===== src/rtl/glove_window_sequencer.sv =====
// glove_window_sequencer
//   Front end for Core. It collects per-channel glove samples into frames and
//   keeps the last FRAMES frames as a sliding window. Once the window is full,
//   it kicks Core once per new frame and freezes the window until Core returns
//   a letter, a finished word, or the wait times out.
// Ports
//   i_clk, i_rst_n      clock; synchronous reset, active HIGH despite the name
//   i_sample_valid/i_sample, o_sample_ready   sample stream (valid/ready)
//   o_data              window, word f*CHANNELS+c, frame 0 is the oldest
//   o_core_next         one-cycle kick to Core
//   i_core_*            Core response (next/finished/letter/word/length)
//   o_letter_valid/o_letter   letter log strobe and last letter
//   o_done/o_word/o_length    sticky word-complete flag and latched word
//   o_timeouts          count of timed-out frames, saturating
module glove_window_sequencer #(
    parameter int CHANNELS = 8,
    parameter int FRAMES   = 5,
    parameter int WIDTH    = 16,
    parameter int TIMEOUT  = 500
) (
    input  logic                                   i_clk,
    input  logic                                   i_rst_n,
    input  logic                                   i_sample_valid,
    input  logic [WIDTH-1:0]                       i_sample,
    output logic                                   o_sample_ready,
    output logic [CHANNELS*FRAMES-1:0][WIDTH-1:0]  o_data,
    output logic                                   o_core_next,
    input  logic                                   i_core_next,
    input  logic                                   i_core_finished,
    input  logic [7:0]                             i_core_letter,
    input  logic [119:0]                           i_core_word,
    input  logic [3:0]                             i_core_length,
    output logic                                   o_letter_valid,
    output logic [7:0]                             o_letter,
    output logic                                   o_done,
    output logic [119:0]                           o_word,
    output logic [3:0]                             o_length,
    output logic [7:0]                             o_timeouts
);

    localparam int CW = (CHANNELS > 1) ? $clog2(CHANNELS) : 1;
    localparam int FW = $clog2(FRAMES + 1);
    localparam int TW = $clog2(TIMEOUT + 1);

    localparam logic [CW-1:0] CH_LAST  = CW'(CHANNELS - 1);
    localparam logic [FW-1:0] FILL_MAX = FW'(FRAMES);
    localparam logic [TW-1:0] TO_LAST  = TW'(TIMEOUT - 1);

    localparam logic [1:0] S_COLLECT = 2'd0;
    localparam logic [1:0] S_KICK    = 2'd1;
    localparam logic [1:0] S_WAIT    = 2'd2;
    localparam logic [1:0] S_DONE    = 2'd3;

    logic [1:0]                       state;
    logic [CW-1:0]                    ch;
    logic [FW-1:0]                    fill;
    logic [TW-1:0]                    wcnt;
    logic [CHANNELS-2:0][WIDTH-1:0]   stage;

    logic [FW-1:0] fill_nxt;
    logic          frame_end;

    assign fill_nxt  = (fill == FILL_MAX) ? fill : fill + 1'b1;
    // The last channel is never staged. It goes straight into the window with
    // the staged slots, so a frame lands in the same edge it completes.
    assign frame_end = (state == S_COLLECT) && i_sample_valid && (ch == CH_LAST);

    always_ff @(posedge i_clk) begin
        if (i_rst_n) begin
            state          <= S_COLLECT;
            ch             <= '0;
            fill           <= '0;
            wcnt           <= '0;
            stage          <= '0;
            o_data         <= '0;
            o_sample_ready <= 1'b1;
            o_core_next    <= 1'b0;
            o_letter_valid <= 1'b0;
            o_letter       <= '0;
            o_done         <= 1'b0;
            o_word         <= '0;
            o_length       <= '0;
            o_timeouts     <= '0;
        end else begin
            o_core_next    <= 1'b0;
            o_letter_valid <= 1'b0;
            case (state)
                S_COLLECT: begin
                    if (frame_end) begin
                        for (int f = 0; f < FRAMES - 1; f++)
                            o_data[f*CHANNELS +: CHANNELS] <= o_data[(f+1)*CHANNELS +: CHANNELS];
                        o_data[(FRAMES-1)*CHANNELS +: CHANNELS] <= {i_sample, stage};
                        ch   <= '0;
                        fill <= fill_nxt;
                        // During warm-up the window is only partly valid, so no kick.
                        if (fill_nxt == FILL_MAX) begin
                            state          <= S_KICK;
                            o_core_next    <= 1'b1;
                            o_sample_ready <= 1'b0;
                        end
                    end else if (i_sample_valid) begin
                        stage[ch] <= i_sample;
                        ch        <= ch + 1'b1;
                    end
                end
                S_KICK: begin
                    state <= S_WAIT;
                    wcnt  <= '0;
                end
                S_WAIT: begin
                    // A finished word wins over a letter in the same cycle.
                    if (i_core_finished) begin
                        o_word   <= i_core_word;
                        o_length <= i_core_length;
                        o_done   <= 1'b1;
                        state    <= S_DONE;
                    end else if (i_core_next) begin
                        o_letter       <= i_core_letter;
                        o_letter_valid <= 1'b1;
                        o_sample_ready <= 1'b1;
                        state          <= S_COLLECT;
                    end else if (wcnt == TO_LAST) begin
                        if (o_timeouts != 8'hFF)
                            o_timeouts <= o_timeouts + 8'd1;
                        o_sample_ready <= 1'b1;
                        state          <= S_COLLECT;
                    end else begin
                        wcnt <= wcnt + 1'b1;
                    end
                end
                default: ; // S_DONE holds everything until reset
            endcase
        end
    end

endmodule

===== config.mk =====
export PLATFORM = sky130hd
export DESIGN_NAME = glove_window_sequencer
export DESIGN_NICKNAME = d
export VERILOG_FILES = /design/src/rtl/glove_window_sequencer.sv
export SDC_FILE = /design/constraint.sdc
export NUM_CORES = 2
export LEC_CHECK = 0
export CAP_MARGIN = 20
export CORE_AREA = 10 10 356 358
export CTS_CLUSTER_DIAMETER = 50
export CTS_CLUSTER_SIZE = 40
export DETAILED_ROUTE_END_ITERATION = 7
export DIE_AREA = 0 0 366 368
export PLACE_DENSITY = 0.51
export SLEW_MARGIN = 20
export SYNTH_ARGS = -nofsm -noshare
export SYNTH_HDL_FRONTEND = slang
export SYNTH_SLANG_ARGS = --single-unit

===== constraint.sdc =====
create_clock -name i_clk -period 2 [get_ports i_clk]
set_input_delay 0.3 -clock i_clk [delete_from_list [all_inputs] [get_ports i_clk]]
set_output_delay 0.3 -clock i_clk [all_outputs]
set_load 0.01 [all_outputs]

==> summary.md <==
| Metric | Value |
|---|---|
| Status | `finished clean` |
| Most frequent cells in the layout | `nand2_1 (1673), dfxtp_1 (889), a21oi_1 (851), clkdlybuf4s50_1 (496), dlygate4sd2_1 (405)` |
| Critical path class | `reg2out` |
| Worst r2r src | `ch[1]$_SDFFE_PP0P_` |
| Synth Warn # | `0` |
| Count of buffers inserted at the top-level ports | `around 940` |
| Max Clk Rate | `a little over 0.5 GHz` |
| Routed Antenna Nets | `0` |
| Compound-cell area share of the yosys netlist | `14.07%` |
| Crit path time final | `approximately 1.9 ns` |
| Reg2Reg Depth | `9` |
| Mux share of post-synthesis cell area | `1.613%` |
| Global-route usage over all layers | `approximately 19%` |
| Inst Count DP | `6398` |
| Clk sinks | `roughly 900` |
| Reg2reg setup slack | `around 0.090 ns` |
| Fin worst setup slack | `0.06093 ns` |
| Layout cells sized above 1 | `9.200%` |
| Leak | `18.82 nW` |
| Post-synth net total | `4137` |
| Crit path from | `o_data[493]$_SDFFE_PP0P_` |
| Clock Skew | `0.02970 ns` |
| Routability Congestion | `0.8797` |
| Clk_lat worst skew | `0.70 ns` |
| TritonRoute pass-1 iters | `6` |
| Worst Tran Pin Value | `0.6451 ns` |
| Worst hold slack | `0.05415 ns` |
| Hold Buf Count CTS | `0` |
| CP endpoint kind | `output pin` |
| Max-slew violations | `0` |
| Headroom to the max-slew limit | `57.00%` |
| Max Buffers Root-to-Sink | `3` |
| FFs w/ async S/R, synth | `0%` |
| RSZ-0062 raised after global routing | `yes` |
| # rows | `127` |
| FF+latch count, synth | `around 900` |
| Non-filler instance count after layout | `6628` |
| CP Launch Type | `flop` |
| Final core occ | `40.48%` |
| CTS tree | `done` |
| Leading cell type in the layout, fill and taps excluded | `nand2_1` |
| Slowest Stage Delay on Critical Path | `roughly 0.59 ns` |
| Clock transition at the registers of the reported paths | `0.06 ns` |
| Vias post-DR | `29889` |
| CP Buf/Inv Count | `1` |
| Worst-path cell chain | `clkdlybuf4s50_1` |
| DRC Markers | `0` |
| Maximum vdd drop | `0.0007244 V` |
| Seq/Total Area, Yosys | `57.62%` |
| Critical path depth | `1` |
| Largest net degree at the start of global routing | `about 80` |
| Final Hold Fails | `0` |
| Total power | `42.75 mW` |
| First-pass GRT wire length | `about 200000 um` |
| Initial DRC Count | `1918` |
| Critical Path End | `o_data[493]` |
| Worst EP arrival | `between 1.5 and 2 ns` |
| Post-Synth XOR/XNOR Area | `0.2485%` |
| Slowest CP cell | `clkdlybuf4s50_1` |
| Post-synthesis simple-gate area fraction | `21.88%` |
| Vias in the first global route | `28344` |
| Crit-path max FO | `3` |
| Die height | `368 um` |
| Post-Synth Adder-Cell Area | `0.3944%` |
| Syn avg cell area | `7.982 um2` |
| Layout Nets | `5073` |
| Delay-heaviest family, CP | `buffers and inverters` |
| Critical Path RT | `about 1.7 ns` |
| Total core area | `119300 um2` |
| # Max-Cap Violations | `0` |
| Via density per instance | `4.510` |
| CTS Buf Count | `115` |
| Count of cell types in the netlist | `52` |
| Reg2reg end | `stage[30]$_SDFFE_PP0P_` |
| DP HPWL | `103200 um` |
| Period utilisation layout | `96.95%` |
| Area Overhead vs Synth | `52.27%` |
| WL final | `139500 um` |
| Initial antenna violation count | `11` |
| CTS root buffer | `clkbuf_16` |
| Starting Density | `26.58%` |
| Top_reg_cell synth | `dfxtp_1` |
| Synth Cell Area | `31720 um2` |
| Tightest Hold Check Type | `in2reg` |
| GRT overflow | `0` |
| I/O pin count | `937` |
| Die width | `366 um` |
| Post-Syn Instances | `3974` |
| WL/cell | `approximately 21 um` |
| Die ar. | `134700 um2` |
| EDFF count, synth | `0` |
| H-tree levels | `3` |
| Fillers | `12206` |
| Largest family of logic cells by synthesized area | `simple AND/OR/NAND/NOR gates` |
| Dpl ws | `-0.2259 ns` |
| Pwr Density | `884.9 nW/um2` |
| # setup viols final | `0` |
-- what timing repair did --
| action | 4_1_cts | 5_1_grt |
|---|---|---|
| buffers inserted | 2 | 3 |
| resized for setup | 433 | 51 |
| gates cloned | 1 | 1 |
| setup endpoints to repair | 496 | 72 |
| pin swaps | 1 | 3 |
-- synth_stat cells, drive strengths merged, types with 3 or more instances --
master,n,area (um2)
clkbuf,220,825.8
nand2,1674,6284
nor3,3,20.02
o31ai,3,22.52
a21oi,852,4275
nor2b,3,18.77
mux2i,50,500.5
nor2,66,247.7
nand3,16,80.08
nand3b,3,22.52
ha,10,125.1
inv,7,26.28
nand2b,4,25.02
o21ai,7,38.78
nor4,3,31.28
or3,4,25.02
nor3b,5,42.54
buf,92,472.9
xnor2,7,61.31
a211oi,3,22.52
dfxtp,913,18280
-- power breakdown --
group / switching (mW) / total, mW / internal, mW / leakage, nW
registers: 0.0466 / 18.3 / 18.3 / 7.37
clock network: 8.88 / 23.1 / 14.2 / 2.11
logic: 0.765 / 1.35 / 0.585 / 9.35
total: 9.70 / 42.7 / 33.0 / 18.8
-- area by class of cell --
cell class,instances,area [um2],share of cell area (%)
Multi-Input combinational cell,2742,12250,25.37
Inverter,7,26.28,0.05440
Clock buffer,136,3159,6.540
Antenna cell,5,12.51,0.02590
Clock inverter,82,1152,2.386
Timing Repair Buffer,1131,11370,23.55
Sequential cell,913,18310,37.90
Tap cell,1612,2017,4.176
-- cell families after synthesis --
group,after synthesis
compound gates,874
xor+xnor,9
fa+ha+maj,10
buf+inv,319
flops,913
mux,51
simple gates,1798
-- worst min path at each step --
stage / from / to / cells after the start
after CTS: i_rst_n / o_timeouts[1]$_SDFFE_PP0P_ / 2
final: i_rst_n / o_data[131]$_SDFFE_PP0P_ / 2
after global routing: i_rst_n / o_data[131]$_SDFFE_PP0P_ / 2
after global placement: stage[64]$_SDFFE_PP0P_ / o_data[576]$_SDFFE_PP0P_ / 2
after detailed placement: stage[88]$_SDFFE_PP0P_ / o_data[600]$_SDFFE_PP0P_ / 2
after floorplan: stage[48]$_SDFFE_PP0P_ / o_data[560]$_SDFFE_PP0P_ / 2
-- state kept, by name, indices dropped and copies added, names as in the netlist --
name,flops
o_timeouts,8
ch,3
o_data,640
o_letter_valid,1
fill,3
state,2
o_word,120
wcnt,9
o_letter,8
o_sample_ready,1
o_done,1
o_core_next,1
o_length,4
stage,112
-- stage by stage --
| step | TNS (ns) | cell area [um2] |
|---|---|---|
| floorplan | 0 | 31720 |
| global placement | -29.53 | 44180 |
| detailed placement | -41.45 | 44180 |
| CTS | 0 | 48070 |
| global route | -0.04808 | 48290 |
| finish | 0 | 48300 |
-- layer usage --
layer	track usage (%)	share of wire, %	vias to the layer above
met5	0	0	-
met3	6.543	8.1	170
met1	23.06	41	14147
met4	5.664	2.6	0
met2	33.19	48	818
li1	-	-	14754
(Power assumes the default switching activity.)
